===== src/rtl/deadlock_kernel_monitor_multi_if.sv =====
// Signal bundle between a kernel and its deadlock monitor: block indicators in,
// detection level/pulse and captured diagnosis out.
interface deadlock_kernel_monitor_multi_if #(
    parameter int NUM_AXIS = 1,
    parameter int NUM_INST = 2,
    parameter int CNT_W    = 8
);
    localparam int IDX_W = (NUM_AXIS > 1) ? $clog2(NUM_AXIS) : 1;

    logic                enable;
    logic                diag_clear;
    logic [NUM_AXIS-1:0] axis_block_sigs;
    logic [NUM_INST-1:0] inst_idle_sigs;
    logic [NUM_INST-1:0] inst_block_sigs;
    logic                block;
    logic                block_rise;
    logic [NUM_AXIS-1:0] blocked_axis_mask;
    logic [IDX_W-1:0]    first_axis_idx;
    logic                diag_valid;
    logic [CNT_W-1:0]    block_count;

    modport master (
        output enable, diag_clear, axis_block_sigs, inst_idle_sigs, inst_block_sigs,
        input  block, block_rise, blocked_axis_mask, first_axis_idx, diag_valid, block_count
    );

    modport slave (
        input  enable, diag_clear, axis_block_sigs, inst_idle_sigs, inst_block_sigs,
        output block, block_rise, blocked_axis_mask, first_axis_idx, diag_valid, block_count
    );
endinterface


===== src/rtl/deadlock_kernel_monitor_multi.sv =====
// Per-kernel deadlock detector: declares a deadlock once the stalled-but-not-finished
// condition persists THRESHOLD cycles, and keeps a sticky diagnosis of the last event.
module deadlock_kernel_monitor_multi #(
    parameter int NUM_AXIS  = 1,
    parameter int NUM_INST  = 2,
    parameter int THRESHOLD = 4,
    parameter int CNT_W     = 8
) (
    input  logic                              kernel_monitor_clock,
    input  logic                              kernel_monitor_reset,
    deadlock_kernel_monitor_multi_if.slave    mon
);
    localparam int IDX_W = (NUM_AXIS > 1) ? $clog2(NUM_AXIS) : 1;
    localparam int RUN_W = (THRESHOLD > 1) ? $clog2(THRESHOLD) : 1;

    typedef enum logic [1:0] {IDLE, COUNT, BLOCKED} state_t;

    state_t              state, state_next;
    logic [RUN_W-1:0]    run, run_next;
    logic                cand;
    logic                entry;
    logic                stay;
    logic                block_q;
    logic                rise_q;
    logic [NUM_AXIS-1:0] mask_q;
    logic                valid_q;
    logic [CNT_W-1:0]    count_q;
    logic [IDX_W-1:0]    idx;

    // Stalled somewhere, every instance idle or blocked, but not all idle (that is "done").
    assign cand = mon.enable
                & (|mon.axis_block_sigs)
                & (&(mon.inst_idle_sigs | mon.inst_block_sigs))
                & ~(&mon.inst_idle_sigs);

    always_comb begin
        // NOTE: every output of this block gets a default first, so no path leaves a latch.
        state_next = state;
        run_next   = run;
        case (state)
            IDLE: begin
                if (cand) begin
                    if (THRESHOLD == 1) begin
                        state_next = BLOCKED;
                    end else begin
                        state_next = COUNT;
                        run_next   = RUN_W'(1);
                    end
                end
            end
            COUNT: begin
                if (!cand) begin
                    state_next = IDLE;
                    run_next   = '0;
                end else if (run == RUN_W'(THRESHOLD - 1)) begin
                    state_next = BLOCKED;
                    run_next   = '0;
                end else begin
                    run_next = run + RUN_W'(1);
                end
            end
            BLOCKED: begin
                if (!cand) begin
                    state_next = IDLE;
                    run_next   = '0;
                end
            end
            default: begin
                state_next = IDLE;
                run_next   = '0;
            end
        endcase
    end

    assign entry = (state_next == BLOCKED) && (state != BLOCKED);
    assign stay  = (state_next == BLOCKED) && (state == BLOCKED);

    always_ff @(posedge kernel_monitor_clock) begin
        // NOTE: non-blocking assignments so every register samples pre-edge values.
        if (kernel_monitor_reset) begin
            state   <= IDLE;
            run     <= '0;
            block_q <= 1'b0;
            rise_q  <= 1'b0;
            mask_q  <= '0;
            valid_q <= 1'b0;
            count_q <= '0;
        end else begin
            state   <= state_next;
            run     <= run_next;
            block_q <= (state_next == BLOCKED);
            rise_q  <= entry;

            // A new event replaces the old diagnosis and beats a coincident clear.
            if (entry) begin
                mask_q  <= mon.axis_block_sigs;
                valid_q <= 1'b1;
            end else if (mon.diag_clear) begin
                mask_q  <= '0;
                valid_q <= 1'b0;
            end else if (stay) begin
                mask_q  <= mask_q | mon.axis_block_sigs;
            end

            if (entry) begin
                if (mon.diag_clear)
                    count_q <= CNT_W'(1);
                else if (count_q != {CNT_W{1'b1}})
                    count_q <= count_q + CNT_W'(1);
            end else if (mon.diag_clear) begin
                count_q <= '0;
            end
        end
    end

    // Lowest blocked channel wins; scanning downward lets the lowest index overwrite.
    always_comb begin
        idx = '0;
        for (int i = NUM_AXIS - 1; i >= 0; i--) begin
            if (mask_q[i]) idx = IDX_W'(i);
        end
    end

    assign mon.block             = block_q;
    assign mon.block_rise        = rise_q;
    assign mon.blocked_axis_mask = mask_q;
    assign mon.first_axis_idx    = idx;
    assign mon.diag_valid        = valid_q;
    assign mon.block_count       = count_q;
endmodule


===== src/flat_wrapper.sv =====
// flat-port wrapper written by rule: the top's interface ports become plain ports
module deadlock_kernel_monitor_multi_flat 
#(
    parameter int NUM_AXIS  = 1,
    parameter int NUM_INST  = 2,
    parameter int THRESHOLD = 4,
    parameter int CNT_W     = 8
)
  (kernel_monitor_clock, kernel_monitor_reset, mon_enable, mon_diag_clear, mon_axis_block_sigs, mon_inst_idle_sigs, mon_inst_block_sigs, mon_block, mon_block_rise, mon_blocked_axis_mask, mon_first_axis_idx, mon_diag_valid, mon_block_count);
  deadlock_kernel_monitor_multi_if #(.NUM_AXIS(NUM_AXIS), .NUM_INST(NUM_INST), .CNT_W(CNT_W)) mon_i ();
  input  logic kernel_monitor_clock;
  input  logic kernel_monitor_reset;
  input wire logic [$bits(mon_i.enable)-1:0] mon_enable;
  input wire logic [$bits(mon_i.diag_clear)-1:0] mon_diag_clear;
  input wire logic [$bits(mon_i.axis_block_sigs)-1:0] mon_axis_block_sigs;
  input wire logic [$bits(mon_i.inst_idle_sigs)-1:0] mon_inst_idle_sigs;
  input wire logic [$bits(mon_i.inst_block_sigs)-1:0] mon_inst_block_sigs;
  output wire logic [$bits(mon_i.block)-1:0] mon_block;
  output wire logic [$bits(mon_i.block_rise)-1:0] mon_block_rise;
  output wire logic [$bits(mon_i.blocked_axis_mask)-1:0] mon_blocked_axis_mask;
  output wire logic [$bits(mon_i.first_axis_idx)-1:0] mon_first_axis_idx;
  output wire logic [$bits(mon_i.diag_valid)-1:0] mon_diag_valid;
  output wire logic [$bits(mon_i.block_count)-1:0] mon_block_count;
  assign mon_i.enable = mon_enable;
  assign mon_i.diag_clear = mon_diag_clear;
  assign mon_i.axis_block_sigs = mon_axis_block_sigs;
  assign mon_i.inst_idle_sigs = mon_inst_idle_sigs;
  assign mon_i.inst_block_sigs = mon_inst_block_sigs;
  assign mon_block = mon_i.block;
  assign mon_block_rise = mon_i.block_rise;
  assign mon_blocked_axis_mask = mon_i.blocked_axis_mask;
  assign mon_first_axis_idx = mon_i.first_axis_idx;
  assign mon_diag_valid = mon_i.diag_valid;
  assign mon_block_count = mon_i.block_count;
  deadlock_kernel_monitor_multi #(.NUM_AXIS(NUM_AXIS), .NUM_INST(NUM_INST), .THRESHOLD(THRESHOLD), .CNT_W(CNT_W)) u_core (.kernel_monitor_clock(kernel_monitor_clock), .kernel_monitor_reset(kernel_monitor_reset), .mon(mon_i));
endmodule

===== config.mk =====
export PLATFORM = sky130hd
export DESIGN_NAME = deadlock_kernel_monitor_multi_flat
export DESIGN_NICKNAME = d
export VERILOG_FILES = /design/src/rtl/deadlock_kernel_monitor_multi_if.sv /design/src/rtl/deadlock_kernel_monitor_multi.sv /design/src/flat_wrapper.sv
export SDC_FILE = /design/constraint.sdc
export NUM_CORES = 1
export LEC_CHECK = 0
export ABC_AREA = 1
export CAP_MARGIN = 10
export CORE_UTILIZATION = 48
export DETAILED_ROUTE_END_ITERATION = 10
export GPL_TIMING_DRIVEN = 0
export PLACE_DENSITY = 0.86
export SYNTH_ARGS = -nofsm -noshare
export SYNTH_HDL_FRONTEND = slang
export SYNTH_SLANG_ARGS = --single-unit

===== constraint.sdc =====
create_clock -name kernel_monitor_clock -period 3.65 [get_ports kernel_monitor_clock]
set_input_delay 0.73 -clock kernel_monitor_clock [delete_from_list [all_inputs] [get_ports kernel_monitor_clock]]
set_output_delay 0.73 -clock kernel_monitor_clock [all_outputs]
set_load 0.02 [all_outputs]

==> flow_summary_export.csv, run 1 <==
group,metric,value,unit
setup_path,reg2reg_to,"u_core.mon.block_count[6]",
setup_path,r2r_cells,8,
drt,wl,1885,um
setup_path,crit_end,"mon_block_count[0]",
global_route,grt_max_degree,10,
setup_path,crit_cells,1,
layout,fin_nets,162,
synth,synthFlopType,"dfxtp_1",
pwr,finalPower,0.3327,mW
flow_run,cap_violations,0,
synth,syn_inst,127,
drt,postRouteAntennaNets,0,
setup_path,path_cells,"clkdlybuf4s50_1",
synth,yosysSeqAreaShare,33.42,%
setup_path,start_kind,"flop",
clock_tree,postCtsHoldBufs,0,
floorplan,io_pins,22,
timing,rsz0062_at_grt,"no",
layout,n_antenna_cell,0,
synth,async_reset_ff_share,0,%
clock_tree,post_cts_resized,0,
clock_tree,clk_pin_slew,0.09,ns
synth,synth_edf_count,0,
setup_path,required,2.92,ns
synth,syn_area,958.4,um2
setup_path,endpoint_kind,"output pin",
timing,period_share,57.38,%
floorplan,dieArea,2179,um2
clock_tree,htreeDepth,1,
setup_path,path_delay_family,"buffers and inverters",
timing,tns,0,ns
floorplan,placementRows,15,
timing,finalClockSkew,0.01251,ns
setup_path,arrival,1.36,ns
worst_hold_path,hold_class,"flop to flop",
drt,viasPerCell,4.840,
placed_design,port_buffers,19,
pwr,ir_drop,237.9,uV
placed_design,placed_cell_area,1180,um2
global_route,grtUsageTotal,21.70,%
synth,ys_types,25,
synth,postSynthRegisterBits,16,
clock_tree,cts_made_buffers,3,
layout,postLayoutCellArea,1216,um2
floorplan,die_y,46.69,um
synth,syn_avg_cell_area,7.547,um2
timing,fin_crit,2.095,ns
drt,drc,0,
run_status,status,"complete, no violations",
timing,drv_slew,0,
global_route,antenna_found_initial,0,
global_route,first_global_vias,824,
placed_design,hpwlAfterDp,1563,um
setup_path,crit_path_start,"u_core.mon.block_count[0]",
global_route,grt_pass1_wl,3256,um
pwr,p_per_area,273.6,nW/um2
drt,drtPass1Iterations,4,
placed_design,gp_congestion,0.8950,
clock_tree,cts_root_buffer,"clkbuf_4",
drt,drtIter0Drc,24,
synth,syn_nets,138,
setup_path,path_class,"flop to output pin",
floorplan,die_x,46.69,um
drt,via_count,847,
setup_path,worst-path-buf-inv,1,
setup_path,worst_path_largest_cell_delay,0.65,ns
setup_path,worst_path_max_delay_cell,"clkdlybuf4s50_1",
layout,synthToLayoutAreaGrowth,26.89,%
clock_tree,clk_latency,0.30,ns
floorplan,core_area,1802,um2
clock_tree,postCtsSetupBuffers,0,
floorplan,start_util,53.19,%
global_route,overflow,0,
setup_path,regToRegSetupSlack,2.19,ns
setup_path,timing.rr.start,"u_core.mon.block_count[0]",
timing,hold_viol,0,
pwr,power.leakage,0.4617,nW
setup_path,path_max_fanout,5,
synth,yosys_warnings,0,
drt,routedWlPerCell,10.77,um
clock_tree,cts_tree,"built",
timing,fmax,477.4,MHz
clock_tree,clock-sinks,16,
clock_tree,cts.path.max_buffers,2,
timing,setup_viol,0,
layout,drive_gt1_share,18.67,%
cell usage in the layout (no fill, tap or decap), types with 3 or more instances in the layout:
master           Yosys  routed
o21ai_0              3       3
a21oi_1              7       7
nand2_1             33      33
clkbuf_4             0       3
dfxtp_1             16      16
nand3_1              6       6
nor2_2               4       4
nor2_1              10      10
nor2_4               6       6
nand4_1              3       3
inv_1               18      18
clkdlybuf4s50_1      0      19
nand3_4              4       4
routing by layer:
metal / routed length, um / global-route usage (%)
met5: 0 / 0
met4: 25 / 6.857
met3: 70 / 7.059
met2: 1030 / 41.67
met1: 758 / 21.46
kinds of logic after synthesis:
| kind of cell | Yosys count | synth area share (%) |
|---|---|---|
| other | 1 | 0.3913 |
| AND/OR/NAND/NOR | 72 | 45.04 |
| adder cells (fa/ha/maj) | 2 | 2.611 |
| AO/OA/AOI/OAI | 15 | 9.268 |
| flip-flops | 16 | 33.42 |
| buffers and inverters | 21 | 9.268 |
area by class of cell:
| cell class | instances | area (um2) |
|---|---|---|
| fill | 163 | 585.6 |
| multi-input combinational | 90 | 549.3 |
| sequential | 16 | 320.3 |
| timing repair buffer | 19 | 190.2 |
| inverter | 19 | 76.32 |
| clock buffer | 4 | 36.28 |
| tap | 25 | 31.28 |
| buffer | 2 | 12.51 |
sequential cells by signal, indices dropped and copies added, names as in the netlist:
name	cells
u_core.mon.block	1
u_core.mon.block_count	8
u_core.mon.block_rise	1
u_core.mon.blocked_axis_mask	1
u_core.mon.diag_valid	1
u_core.run	2
u_core.state	2
power breakdown:
part	internal (mW)	switching [mW]
combinational	0.0156	0.0204
clock	0.0608	0.0586
sequential	0.176	0.00135
Yosys cell counts, types with 2 or more instances:
library cell | count | area [um2]
nand3_1 | 6 | 30.03
a21oi_1 | 7 | 35.03
nand2_4 | 2 | 22.52
ha_1 | 2 | 25.02
nor2_1 | 10 | 37.54
nand3_4 | 4 | 70.07
nor2_4 | 6 | 67.56
o21ai_0 | 3 | 15.01
nand4_1 | 3 | 18.77
inv_1 | 18 | 67.56
o21ai_1 | 2 | 10.01
dfxtp_1 | 16 | 320.3
nor2_2 | 4 | 25.02
nand2_1 | 33 | 123.9
stage by stage:
step	hold WS, ns	util [%]	worst slack (ns)	std cells
after global placement	0.4536	65.49	1.578	171
after floorplan	0.4428	-	2.123	127
after detailed placement	0.4643	65.49	1.527	171
final	0.4776	67.50	1.555	175
after global routing	0.5082	67.50	1.488	175
after CTS	0.4773	67.50	1.535	175
worst min path at each step:
stage | from | end | slack, ns | depth (start not counted)
after CTS | u_core.run[1] | u_core.run[1] | 0.48 | 2
after global routing | u_core.run[1] | u_core.run[1] | 0.51 | 2
after floorplan | u_core.run[1] | u_core.run[1] | 0.44 | 2
after global placement | u_core.run[1] | u_core.run[1] | 0.45 | 2
after detailed placement | u_core.run[1] | u_core.run[1] | 0.46 | 2
final | u_core.run[1] | u_core.run[1] | 0.48 | 2
(Power assumes the default switching activity.)
==> run 2: changes to the inputs <==
Clock period 3.65 ns to 2 ns, I/O delays scaled along.
==> results of run 2 <==
The final DEF is identical to that of run 1. Status: complete, no violations.
Among the figures that moved: setup slack after placement 1.527 ns -> 0.2072 ns; clock-pin slew on the worst setup and hold paths 0.09 ns -> 0.10 ns; setup slack after layout 1.555 ns -> 0.2355 ns; hold slack 0.4776 ns -> 0.4193 ns; register-to-register setup slack 2.19 ns -> 0.54 ns; end point of the worst hold path u_core.run[1] -> u_core.mon.block_count[1]; total power 0.3327 mW -> 0.6072 mW; worst IR drop on VDD 237.9 uV -> 434.2 uV
